$ cat config.mk
export PLATFORM = sky130hd
export DESIGN_NAME = gf180mcu_fd_sc_mcu7t5v0__comb4_bist
export DESIGN_NICKNAME = d
export VERILOG_FILES = /design/src/rtl/gf180mcu_fd_sc_mcu7t5v0__comb4_bist.sv
export SDC_FILE = /design/constraint.sdc
export NUM_CORES = 1
export LEC_CHECK = 0
export BUFFER_PORTS_ARGS = -buffer_cell sky130_fd_sc_hd__buf_2
export CAP_MARGIN = 0
export CORE_MARGIN = 2
export CORE_UTILIZATION = 40
export DETAILED_ROUTE_END_ITERATION = 16
export PLACE_DENSITY_LB_ADDON = 0.25
export SLEW_MARGIN = 20
export SYNTH_ARGS = -nofsm -noshare
export SYNTH_HDL_FRONTEND = slang
export SYNTH_SLANG_ARGS = --single-unit
$ cat constraint.sdc
create_clock -name CLK -period 1.8 [get_ports CLK]
set_clock_uncertainty 0.1 [all_clocks]
set_input_delay 0.36 -clock CLK [delete_from_list [all_inputs] [get_ports CLK]]
set_output_delay 0.36 -clock CLK [all_outputs]
set_load 0.01 [all_outputs]
$ cat src/rtl/gf180mcu_fd_sc_mcu7t5v0__comb4_bist.sv
// Built-in self-test engine for a 4-input combinational standard cell.
// The engine walks all 16 input vectors {C,B,A2,A1} onto the cell-under-test.
// It waits SETTLE_CYC cycles for each vector to settle, then samples ZN once.
// Each sample is checked against the TRUTH table.
//
// Ports:
//   CLK        rising-edge clock
//   RST        asynchronous active-high reset
//   START      run request, accepted in IDLE or DONE
//   GRAY       vector order select (0 binary, 1 Gray), latched with START
//   A1,A2,B,C  drives to the cell-under-test (vector bits 0..3)
//   ZN         response from the cell-under-test
//   BUSY       run in progress
//   DONE       run complete, held until the next accepted START
//   PASS       DONE with zero mismatches
//   ERR_CNT    mismatch count, 0..16
//   FAIL_VEC   vector of the first mismatch (valid when FAIL_SEEN)
//   FAIL_SEEN  at least one mismatch in the current/last run
module gf180mcu_fd_sc_mcu7t5v0__comb4_bist #(
  parameter logic [15:0] TRUTH      = 16'h1FFF,
  parameter int unsigned SETTLE_CYC = 2
) (
  input  logic       CLK,
  input  logic       RST,
  input  logic       START,
  input  logic       GRAY,
  output logic       A1,
  output logic       A2,
  output logic       B,
  output logic       C,
  input  logic       ZN,
  output logic       BUSY,
  output logic       DONE,
  output logic       PASS,
  output logic [4:0] ERR_CNT,
  output logic [3:0] FAIL_VEC,
  output logic       FAIL_SEEN
);

  typedef enum logic [1:0] {
    S_IDLE   = 2'd0,
    S_SETTLE = 2'd1,
    S_SAMPLE = 2'd2,
    S_DONE   = 2'd3
  } state_e;

  // Last value of the settle counter before moving to SAMPLE.
  localparam logic [3:0] SETTLE_LAST = 4'((SETTLE_CYC == 0) ? 0 : SETTLE_CYC - 1);
  // State entered after a vector is driven. SETTLE is skipped when there is no settle time.
  localparam state_e AFTER_DRIVE = (SETTLE_CYC == 0) ? S_SAMPLE : S_SETTLE;

  state_e     state_q, state_d;
  logic [3:0] step_q, step_d;
  logic [3:0] cnt_q, cnt_d;
  logic       gray_q, gray_d;
  logic [3:0] pins_q, pins_d;
  logic       busy_q, busy_d;
  logic       done_q, done_d;
  logic       pass_q, pass_d;
  logic [4:0] err_q, err_d;
  logic [3:0] fvec_q, fvec_d;
  logic       fseen_q, fseen_d;

  logic       exp_bit;
  logic       mism;
  logic [4:0] err_inc;

  function automatic logic [3:0] vec_of(input logic [3:0] s, input logic g);
    return g ? (s ^ (s >> 1)) : s;
  endfunction

  always_ff @(posedge CLK or posedge RST) begin
    if (RST) begin
      state_q <= S_IDLE;
      step_q  <= '0;
      cnt_q   <= '0;
      gray_q  <= 1'b0;
      pins_q  <= '0;
      busy_q  <= 1'b0;
      done_q  <= 1'b0;
      pass_q  <= 1'b0;
      err_q   <= '0;
      fvec_q  <= '0;
      fseen_q <= 1'b0;
    end else begin
      state_q <= state_d;
      step_q  <= step_d;
      cnt_q   <= cnt_d;
      gray_q  <= gray_d;
      pins_q  <= pins_d;
      busy_q  <= busy_d;
      done_q  <= done_d;
      pass_q  <= pass_d;
      err_q   <= err_d;
      fvec_q  <= fvec_d;
      fseen_q <= fseen_d;
    end
  end

  // pins_q always holds vec(step_q) while running, so it indexes the truth table directly.
  // Case inequality makes an X or Z response count as a mismatch.
  assign exp_bit = TRUTH[pins_q];
  assign mism    = (ZN !== exp_bit);
  assign err_inc = err_q + {4'd0, mism};

  always_comb begin
    state_d = state_q;
    step_d  = step_q;
    cnt_d   = cnt_q;
    gray_d  = gray_q;
    pins_d  = pins_q;
    busy_d  = busy_q;
    done_d  = done_q;
    pass_d  = pass_q;
    err_d   = err_q;
    fvec_d  = fvec_q;
    fseen_d = fseen_q;

    case (state_q)
      S_IDLE, S_DONE: begin
        if (START) begin
          gray_d  = GRAY;
          step_d  = '0;
          cnt_d   = '0;
          pins_d  = vec_of(4'd0, GRAY);
          busy_d  = 1'b1;
          done_d  = 1'b0;
          pass_d  = 1'b0;
          err_d   = '0;
          fvec_d  = '0;
          fseen_d = 1'b0;
          state_d = AFTER_DRIVE;
        end
      end
      S_SETTLE: begin
        if (cnt_q == SETTLE_LAST) begin
          cnt_d   = '0;
          state_d = S_SAMPLE;
        end else begin
          cnt_d = cnt_q + 4'd1;
        end
      end
      S_SAMPLE: begin
        err_d = err_inc;
        if (mism && !fseen_q) begin
          fvec_d  = pins_q;
          fseen_d = 1'b1;
        end
        if (step_q != 4'd15) begin
          step_d  = step_q + 4'd1;
          pins_d  = vec_of(step_q + 4'd1, gray_q);
          state_d = AFTER_DRIVE;
        end else begin
          busy_d  = 1'b0;
          done_d  = 1'b1;
          pass_d  = (err_inc == 5'd0);
          state_d = S_DONE;
        end
      end
      default: state_d = S_IDLE;
    endcase
  end

  assign A1        = pins_q[0];
  assign A2        = pins_q[1];
  assign B         = pins_q[2];
  assign C         = pins_q[3];
  assign BUSY      = busy_q;
  assign DONE      = done_q;
  assign PASS      = pass_q;
  assign ERR_CNT   = err_q;
  assign FAIL_VEC  = fvec_q;
  assign FAIL_SEEN = fseen_q;

endmodule

# ---- Yosys cells after proc, flatten, opt, wreduce, memory -nomap -nowiden
# Memories as Yosys holds them, arrays and structs flattened.
# Cells that the tools add are included.
dict set report totals {
  mem_bits_ro 16
  in_bits 5
  mem_count 1
  ff_bits 28
}
dict set report op_classes {
  add_sub_neg 3
  n_lt_le_gt_ge 1
  n_mux 27
  n_reduce_logical 14
  bitwise 1
  n_eq_ne 11
}
# memory depth word_bits rd rd_clocked_by_memory_dff write_ports line_no
set memory_table {}
lappend memory_table {{(name not given)} 16 1 1 0 0 102} ;# assign exp_bit = TRUTH[pins_q];
# operator count
set ops {}
lappend ops {{one-hot mux 4 bit (2 select lines)} 4}
lappend ops {{2-to-1 mux 4 bit} 6}
lappend ops {{inequality test 2 bit, second input constant} 5}
lappend ops {{one-hot mux 5 bit (2 select lines)} 1}
lappend ops {{AND reduction 3 bit} 3}
lappend ops {{adder 4 x 1 -> 4 bit, second input constant} 2}
lappend ops {{one-hot mux 1 bit (2 select lines)} 4}
lappend ops {{AND reduction 2 bit} 4}
lappend ops {{2-to-1 mux 1 bit} 7}
lappend ops {{2-to-1 mux 2 bit} 3}
lappend ops {{one-hot mux 2 bit (3 select lines)} 1}
lappend ops {{adder 5 x 1 -> 5 bit} 1}
lappend ops {{logical NOT 5 bit} 1}
lappend ops {{< comparator 4 x 5 -> 1 bit, second input constant} 1}
lappend ops {{2-to-1 mux 5 bit} 1}
lappend ops {{equality test 2 bit, second input constant} 2}
lappend ops {{equality test 4 x 1 -> 1 bit, second input constant} 1}
lappend ops {{inequality test 4 bit, second input constant} 1}
lappend ops {{nonzero test 2 bit} 2}
lappend ops {{XOR 4 x 3 -> 4 bit} 1}
lappend ops {{equality test 2 x 1 -> 1 bit, second input constant} 1}
lappend ops {{logical NOT 2 bit} 1}
lappend ops {{OR reduction 2 bit} 1}
lappend ops {{logical AND 1 bit} 1}
lappend ops {{other kinds (2)} 2}

# ---- Longest topological paths before layout
# Gate-level depths: netlist (run 1).
dict set report logic_depth {
  word_depth 7
  depth_mapped 8
  ltp_nobuf 8
}

# ---- Worst setup path after synthesis (run 1)
# No wires, ideal clock.
dict set report synth_timing {
  path_kind {reg2reg}
  startpoint {reg pins_q[0]}
  endpoint {reg pass_q (netlist: PASS)}
  path_buffers 0
  path_slack_ns -0.138
  arrival_ns 1.708
  stages_incl_launch_ff 9
  path_cell_list {dfrtp_1 o211ai_2 xor2_2 ha_1 ha_1 xor2_1 nor2_1 a22oi_1 o32ai_2}
}
dict set report synth_via {
  elab_chain_cells 7
}
# element line_no
set synth_rtl {}
lappend synth_rtl {{start: declaration} 56} ;# logic [3:0] pins_q, pins_d;
lappend synth_rtl {{start signal: assignment} 90} ;# pins_q <= pins_d;
lappend synth_rtl {{memory read (16 x 1 bit)} n/a}
lappend synth_rtl {{2-to-1 mux 1 bit (implied by the code)} 102}
lappend synth_rtl {{!== test 1 bit} 103} ;# assign mism = (ZN !== exp_bit);
lappend synth_rtl {{adder 5 x 1 -> 5 bit} 104} ;# assign err_inc = err_q + {4'd0, mism};
lappend synth_rtl {{logical NOT 5 bit} 156} ;# pass_d = (err_inc == 5'd0);
lappend synth_rtl {{2-to-1 mux 1 bit} 149} ;# if (step_q != 4'd15) begin
lappend synth_rtl {{one-hot mux 1 bit (2 select lines)} 119} ;# case (state_q)
lappend synth_rtl {{end signal: assignment} 93} ;# pass_q <= pass_d;
lappend synth_rtl {{end: declaration} 59} ;# logic pass_q, pass_d;
# No other way between the ends. The select of a mux whose other input is x is not followed.
# A chain may end at the register's enable or synchronous reset.

# ---- Worst setup path in the final report (run 1)
# Same ends and word-level chain as after synthesis.

==> metrics.md, run 1 <==
| Metric | Value |
|---|---|
| Root buf cell | clkbuf_8 |
| Crit share post-route | 1.10 |
| Clock sink count | 27 |
| Pre-antenna DRT Iters | 4 |
| First-pass GRT wire length | around 6 mm |
| Critical Path RT | about 1.9 ns |
| Post-DRT Antenna Nets | 0 |
| Crit-path slowest cell | dfrtp_1 |
| Die Footprint | between 0.004 and 0.005 sq mm |
| Crit. End Element | flip-flop |
| Detailed Place HPWL | between 2 and 3 mm |
| CP peak stage delay | roughly 0.4 ns |
| WHS | roughly 0.21 ns |
| Final Non-Filler Cells | 246 |
| Total power | around 2.5 mW |
| Row cnt | 22 |
| Top FF cell, synth | dfrtp_1 |
| Post-place setup slack | -0.215 ns |
| Failing checks | negative setup slack |
| Mapped Nets | 170 |
| I/O Pins | 22 |
| Gr usage total | 0.173 |
| Arr. time, crit path | roughly 2.0 ns |
| Worst path cell trace | o211ai_2 > xor2_2 > ha_2 > ha_4 > xor2_1 > nor2_1 > a22oi_1 > o32ai_2 |
| Largest area contributor in the netlist | dfrtp_1 |
| N_diodes | 0 |
| Cells after Synth | 157 |
| Share of the synthesized area in the top cell type | 0.433 |
| DIE HEIGHT | 66.4 um |
| Static Leak | 0.938 nW |
| Status | finished, violations left |
| Tmin final | slightly below 2 ns |
| DRC | 0 |
| Placed Cells | 238 |
| Vias in the first global route | 1267 |
| Post-route setup slack | -0.184 ns |
| Routability cong. | about 0.9 |
| Worst Setup Start Kind | flip-flop |
| Routed vias/inst | 5.26 |
| Buffers added on ports | 21 |
| TritonCTS clock tree | yes |
| Area Growth Syn to Fin | 24.9% |
| Final wirelength | 3.38 mm |
| Syn avg cell area | 9.93 sq um |
| Hold Fails Final Rpt | 0 |
| Routed WL per cell | about 14 um |
| Clock Latency Late Sink | approximately 0.27 ns |
| IR drop worst, VDD | about 0.44 mV |
| Setup CP Type | flip-flop to flip-flop |
| Antenna violations before repair | 0 |
| Register area share after synthesis | 0.433 |
| Yosys warns | 0 |
| Layout cells sized above 1 | 0.323 |
| Post-synth EDFFs | 0 |
| Final slew viol count | 0 |
| Worst-path clk slew | roughly 0.1 ns |
| Total grt overflow | 0 |
| Core area | around 0.0037 sq mm |
| Worst-margin pin slew | approximately 0.43 ns |
| Pwr dens | 1270 mW/mm^2 |
| RSZ-0062 raised after global routing | yes |
| Mapped Area | around 0.0016 sq mm |
| Area contributors post-synth | dfrtp_1 43%, ha_1 6.4%, a22o_1 5.6%, a21oi_1 3.2%, nand2_1 3.1% |
| CP max FO | 4 |
| Detailed router's first-iteration violation count | 55 |
| Worst hold path type | primary input to flip-flop |
| Slew Limit Headroom | 0.713 |
| Max Cap Viol | 0 |
| Fmax | roughly 500 MHz |
| Setup-failing EPs final | 3 |
| CTS Buf Count | 3 |
| Number of distinct library cells after synthesis | 48 |
| Fin nets | 212 |
| Setup_tns | -0.298 ns |
| Die W | around 66 um |
| Pin count of the biggest net entering global routing | 17 |
| Vias | 1295 |
| Ys async rst share | 1.00 |
| CTS H-tree lvls | 1 |
| Flop and latch count out of synthesis | 27 |
| Initial Util | 0.420 |
| Clock Path Buffers | 2 |
[per-stage QoR]
stage / util / cell area [sq um]
final: 0.524 / 1950
after CTS: 0.517 / 1920
after global placement: 0.497 / 1850
after floorplan: - / 1580
after detailed placement: 0.497 / 1850
after global routing: 0.524 / 1950
[cells in the mapped netlist, types with 4 or more instances]
cell type	number
nand2b_1	4
a21oi_1	10
ha_1	8
nand2_1	13
a22o_1	10
nand3_1	6
dfrtp_1	27
nor2_1	11
inv_1	7
o21ai_1	4
o21ai_0	7
[sequential cells by signal, summed over array words and instances (netlist names)]
name       flops
ERR_CNT        5
FAIL_SEEN      1
step_q         3
BUSY           1
DONE           1
FAIL_VEC       4
state_q        2
pins_q         4
cnt_q          4
PASS           1
gray_q         1
[kinds of logic (layout without fill, tap and decap cells)]
family / Yosys count / in the layout / share of synthesized area
adder cells (fa/ha/maj): 8 / 8 / 0.0642
AO/OA/AOI/OAI: 50 / 50 / 0.230
XOR/XNOR: 5 / 5 / 0.0329
flip-flops: 27 / 27 / 0.433
AND/OR/NAND/NOR: 50 / 50 / 0.169
multiplexers: 3 / 3 / 0.0225
buffers and inverters: 14 / 55 / 0.0482
[final cells by class]
| cell class | instances | area [sq um] |
|---|---|---|
| Clock buffer | 3 | 41.3 |
| Clock inverter | 1 | 7.51 |
| Fill cell | 348 | 1770 |
| Inverter | 7 | 26.3 |
| Multi-Input combinational cell | 116 | 842 |
| Sequential cell | 27 | 677 |
| Tap cell | 48 | 60.1 |
| Timing Repair Buffer | 44 | 293 |
[cell usage in the layout, fill, tap and decap left out, types with 4 or more instances in the layout]
cell type,count
dfrtp_1,26
buf_2,21
buf_4,21
nand2_1,13
nor2_1,11
a21oi_1,10
a22o_1,10
inv_1,7
o21ai_0,7
nand3_1,6
ha_1,5
nand2b_1,4
o21ai_1,4
[path summary, 6_finish.rpt]
kind                                       startpoint                 endpoint  slack (ns)  cells after the start
worst max-delay path            pins_q[0]$_DFFE_PP0P_         PASS$_DFFE_PP0P_       -0.18                      8
worst min-delay path                             GRAY       gray_q$_DFFE_PP0P_        0.21                      2
worst max register to register  pins_q[0]$_DFFE_PP0P_         PASS$_DFFE_PP0P_       -0.18                      8
worst min register to register   cnt_q[3]$_DFFE_PP0P_     cnt_q[3]$_DFFE_PP0P_        0.40                      1
max in group asynchronous                         RST     cnt_q[1]$_DFFE_PP0P_        0.60                      4
min in group asynchronous                         RST  FAIL_VEC[3]$_DFFE_PP0P_        0.51                      3
[metal layers]
layer / share of wire / global-route usage / vias up / wire, um
met3: 0.037 / 0.0187 / 2 / 124
met1: 0.45 / 0.220 / 615 / 1530
met5: 0 / 0 / - / 0
li1: - / - / 653 / -
met2: 0.51 / 0.300 / 25 / 1710
met4: 0.0059 / 0.0638 / 0 / 20
[power by group]
group	leakage [nW]	internal (mW)	total (mW)	switching, mW
Sequential	0.360	0.725	0.838	0.114
Combinational	0.557	0.604	1.28	0.671
Clock	0.0217	0.157	0.358	0.200
[repair_timing]
action,CTS,global route
gates resized for setup,0,4
pin swaps,2,1
setup buffers,2,1
hold buffers,1,0
endpoints found under the hold margin,10,0
setup endpoints to repair,4,11
[critical path, delay by kind of cell (launching register included)]
kind,cells,cell delay [ns]
AO/OA/AOI/OAI,3,0.55
XOR/XNOR,2,0.36
adder cells (fa/ha/maj),2,0.38
flip-flops,1,0.40
AND/OR/NAND/NOR,1,0.07
Note: power is estimated with default switching activity, not from simulation.
==> run 2, diff against run 1 <==
--- a/config.mk
+++ b/config.mk
@@ -10,7 +10,7 @@
 export CORE_MARGIN = 2
 export CORE_UTILIZATION = 40
 export DETAILED_ROUTE_END_ITERATION = 16
-export PLACE_DENSITY_LB_ADDON = 0.25
+export PLACE_DENSITY = 0.65
 export SLEW_MARGIN = 20
 export SYNTH_ARGS = -nofsm -noshare
 export SYNTH_HDL_FRONTEND = slang
==> run 2 against run 1 <==
Effect of this change:
- the run still ends with negative setup slack left
- non-clock buffer count grew 1
- fmax grew 0.95%
- setup slack gained 0.019 ns
- clock power shrank 3%
- via count grew 4.3%
- sequential power is essentially flat
- utilization grew 0.10 points
- largest power group unchanged
- critical path depth is the same
- global-route usage shrank 0.24 points
==> metrics.md, run 2 (same netlist as run 1, synthesis figures left out) <==
| Metric | Value |
|---|---|
| Status | finished, violations left |
| Failing checks | negative setup slack |
| Worst-margin pin slew | 0.355 ns (-0.0756 ns) |
| DRC | 0 (unchanged) |
| Routed vias/inst | 5.47 (+3.9%) |
| Most frequent cells in the layout | 26 x dfrtp_1, 24 x buf_4, 21 x buf_2, 13 x nand2_1, 11 x nor2_1 |
| Setup-failing EPs final | 4 (+1) |
| Worst R2R Start | pins_q[1]$_DFFE_PP0P_ |
| DIE HEIGHT | 66.4 um (unchanged) |
| Total grt overflow | 0 (unchanged) |
| I/O Pins | 22 (unchanged) |
| Layout cells sized above 1 | 0.337 (+0.0135) |
| Tmin final | 1.97 ns (-0.0186 ns) |
| TritonCTS clock tree | yes |
| Hold Fails Final Rpt | 0 (unchanged) |
| Post-route setup slack | -0.166 ns (+0.0186 ns) |
| Clock Path Buffers | 2 (unchanged) |
| Placed Cells | 239 (+0.42%) |
| Reg2Reg Capture Point | PASS$_DFFE_PP0P_ |
| FF-to-FF setup slack | -0.17 ns (+0.02 ns) |
| Detailed router's first-iteration violation count | 51 (-7.3%) |
| CP max FO | 4 (unchanged) |
| Antenna violations before repair | 0 (unchanged) |
| Routability cong. | 0.839 (-9.4%) |
| Core area | 0.00372 sq mm (unchanged) |
| Buffers added on ports | 21 (unchanged) |
| Vias | 1351 (+4.3%) |
| Worst Setup EP | PASS$_DFFE_PP0P_ |
| Fmax | 509 MHz (+0.95%) |
| N_diodes | 0 (unchanged) |
| Arr. time, crit path | 2.02 ns (-0.02 ns) |
| Worst reg2reg path depth | 8 (unchanged) |
| Worst Setup Start Kind | flip-flop |
| Detailed Place HPWL | 2.69 mm (+2.7%) |
| Die Footprint | 0.00441 sq mm (unchanged) |
| Number of fillers in the final layout | 356 (+2.3%) |
| Max Cap Viol | 0 (unchanged) |
| Clock Latency Late Sink | 0.27 ns (about the same) |
| Worst hold path type | primary input to asynchronous set/reset pin |
| Routed WL per cell | 14.4 um (+4.4%) |
| Worst setup startpoint | pins_q[1]$_DFFE_PP0P_ |
| Row cnt | 22 (unchanged) |
| Crit. End Element | flip-flop |
| Pre-antenna DRT Iters | 4 (unchanged) |
| Commonest non-fill, non-tap cell in the layout | dfrtp_1 |
| Area Growth Syn to Fin | 25.1% |
| Die W | 66.4 um (unchanged) |
| Pin count of the biggest net entering global routing | 28 (+11) |
| WHS | 0.0327 ns (-0.180 ns) |
| Final Non-Filler Cells | 247 (+0.41%) |
| IR drop worst, VDD | 0.562 mV (+27%) |
| Final wirelength | 3.55 mm (+4.8%) |
| CTS H-tree lvls | 1 (unchanged) |
| Critical Path RT | 1.85 ns (about the same) |
| Pwr dens | 1270 mW/mm^2 (-0.11%) |
| Post-place setup slack | -0.191 ns (+0.0237 ns) |
| Setup CP Type | flip-flop to flip-flop |
| Fin nets | 213 (+0.47%) |
| Static Leak | 0.945 nW (+0.70%) |
| Crit share post-route | 1.09 (-0.0104) |
| Vias in the first global route | 1335 (+5.4%) |
| Worst-path clk slew | 0.09 ns (about the same) |
| Clock sink count | 27 (unchanged) |
| Fin util | 0.525 (+0.00101) |
| Final slew viol count | 0 (unchanged) |
| CTS Buf Count | 3 (unchanged) |
| Slew Limit Headroom | 0.763 (+0.0507) |
| Root buf cell | clkbuf_8 |
| Gr usage total | 0.171 (-0.00239) |
| Initial Util | 0.420 (unchanged) |
| Largest register FFs | 5 (unchanged) |
| RSZ-0062 raised after global routing | yes |
| Post-DRT Antenna Nets | 0 (unchanged) |
| First-pass GRT wire length | 5.89 mm (+0.94%) |
-- run 2: worst min-delay path by stage --
stage | start | endpoint | slack [ns] | depth (start not counted)
finish | RST | cnt_q[2]$_DFFE_PP0P_ | 0.03 | 3
global route | RST | cnt_q[2]$_DFFE_PP0P_ | 0.07 | 3
CTS | RST | cnt_q[2]$_DFFE_PP0P_ | 0.05 | 3
detailed placement | RST | FAIL_VEC[1]$_DFFE_PP0P_ | 0.35 | 3
global placement | RST | FAIL_VEC[0]$_DFFE_PP0P_ | 0.34 | 3
floorplan | RST | BUSY$_DFFE_PP0P_ | 0.31 | 1
-- run 2: stage by stage --
stage	cell area, sq um	total power [mW]	setup TNS, ns
after floorplan	1580	1.67	-0.152
after global placement	1840	2.02	-0.112
after detailed placement	1840	2.06	-0.328
after CTS	1910	2.42	-0.287
after global routing	1950	2.68	-0.791
final	1950	2.47	-0.345
-- run 2: power by group --
part | leakage [nW] | switching, mW | total, mW | internal, mW
clock network | 0.0228 | 0.187 | 0.346 | 0.159
logic | 0.562 | 0.689 | 1.29 | 0.598
registers | 0.360 | 0.116 | 0.840 | 0.725
-- run 2: what timing repair did --
action | 4_1_cts | 5_1_grt
hold buffers | 0 | 0
setup buffers | 3 | 1
hold endpoints to repair | 0 | 0
endpoints found under the setup margin | 4 | 11
resized for setup | 0 | 6
pin swaps | 2 | 3
-- run 2: worst max-delay path, cell delays in order, from the launching register on --
cell      delay [ns]
dfrtp_1         0.40
o211ai_2        0.24
xor2_2          0.20
ha_2            0.24
ha_4            0.16
xor2_2          0.14
nor2_1          0.06
a22oi_1         0.20
o32ai_2         0.10
-- run 2: cell type report --
type | instances | area (sq um) | share of cell area
Tap cell | 48 | 60.1 | 0.0308
Clock buffer | 4 | 45.0 | 0.0231
Sequential cell | 27 | 677 | 0.347
Timing Repair Buffer | 45 | 285 | 0.146
Multi-Input combinational cell | 116 | 857 | 0.439
Inverter | 7 | 26.3 | 0.0135
-- run 2: metal layers --
| layer | share of wire | wire length, um | up-vias | GRT usage |
|---|---|---|---|---|
| met5 | 0 | 0 | - | 0 |
| met4 | 0.0090 | 32 | 0 | 0.0383 |
| met3 | 0.037 | 130 | 4 | 0.0221 |
| met2 | 0.51 | 1830 | 27 | 0.305 |
| met1 | 0.44 | 1560 | 672 | 0.218 |
| li1 | - | - | 648 | - |
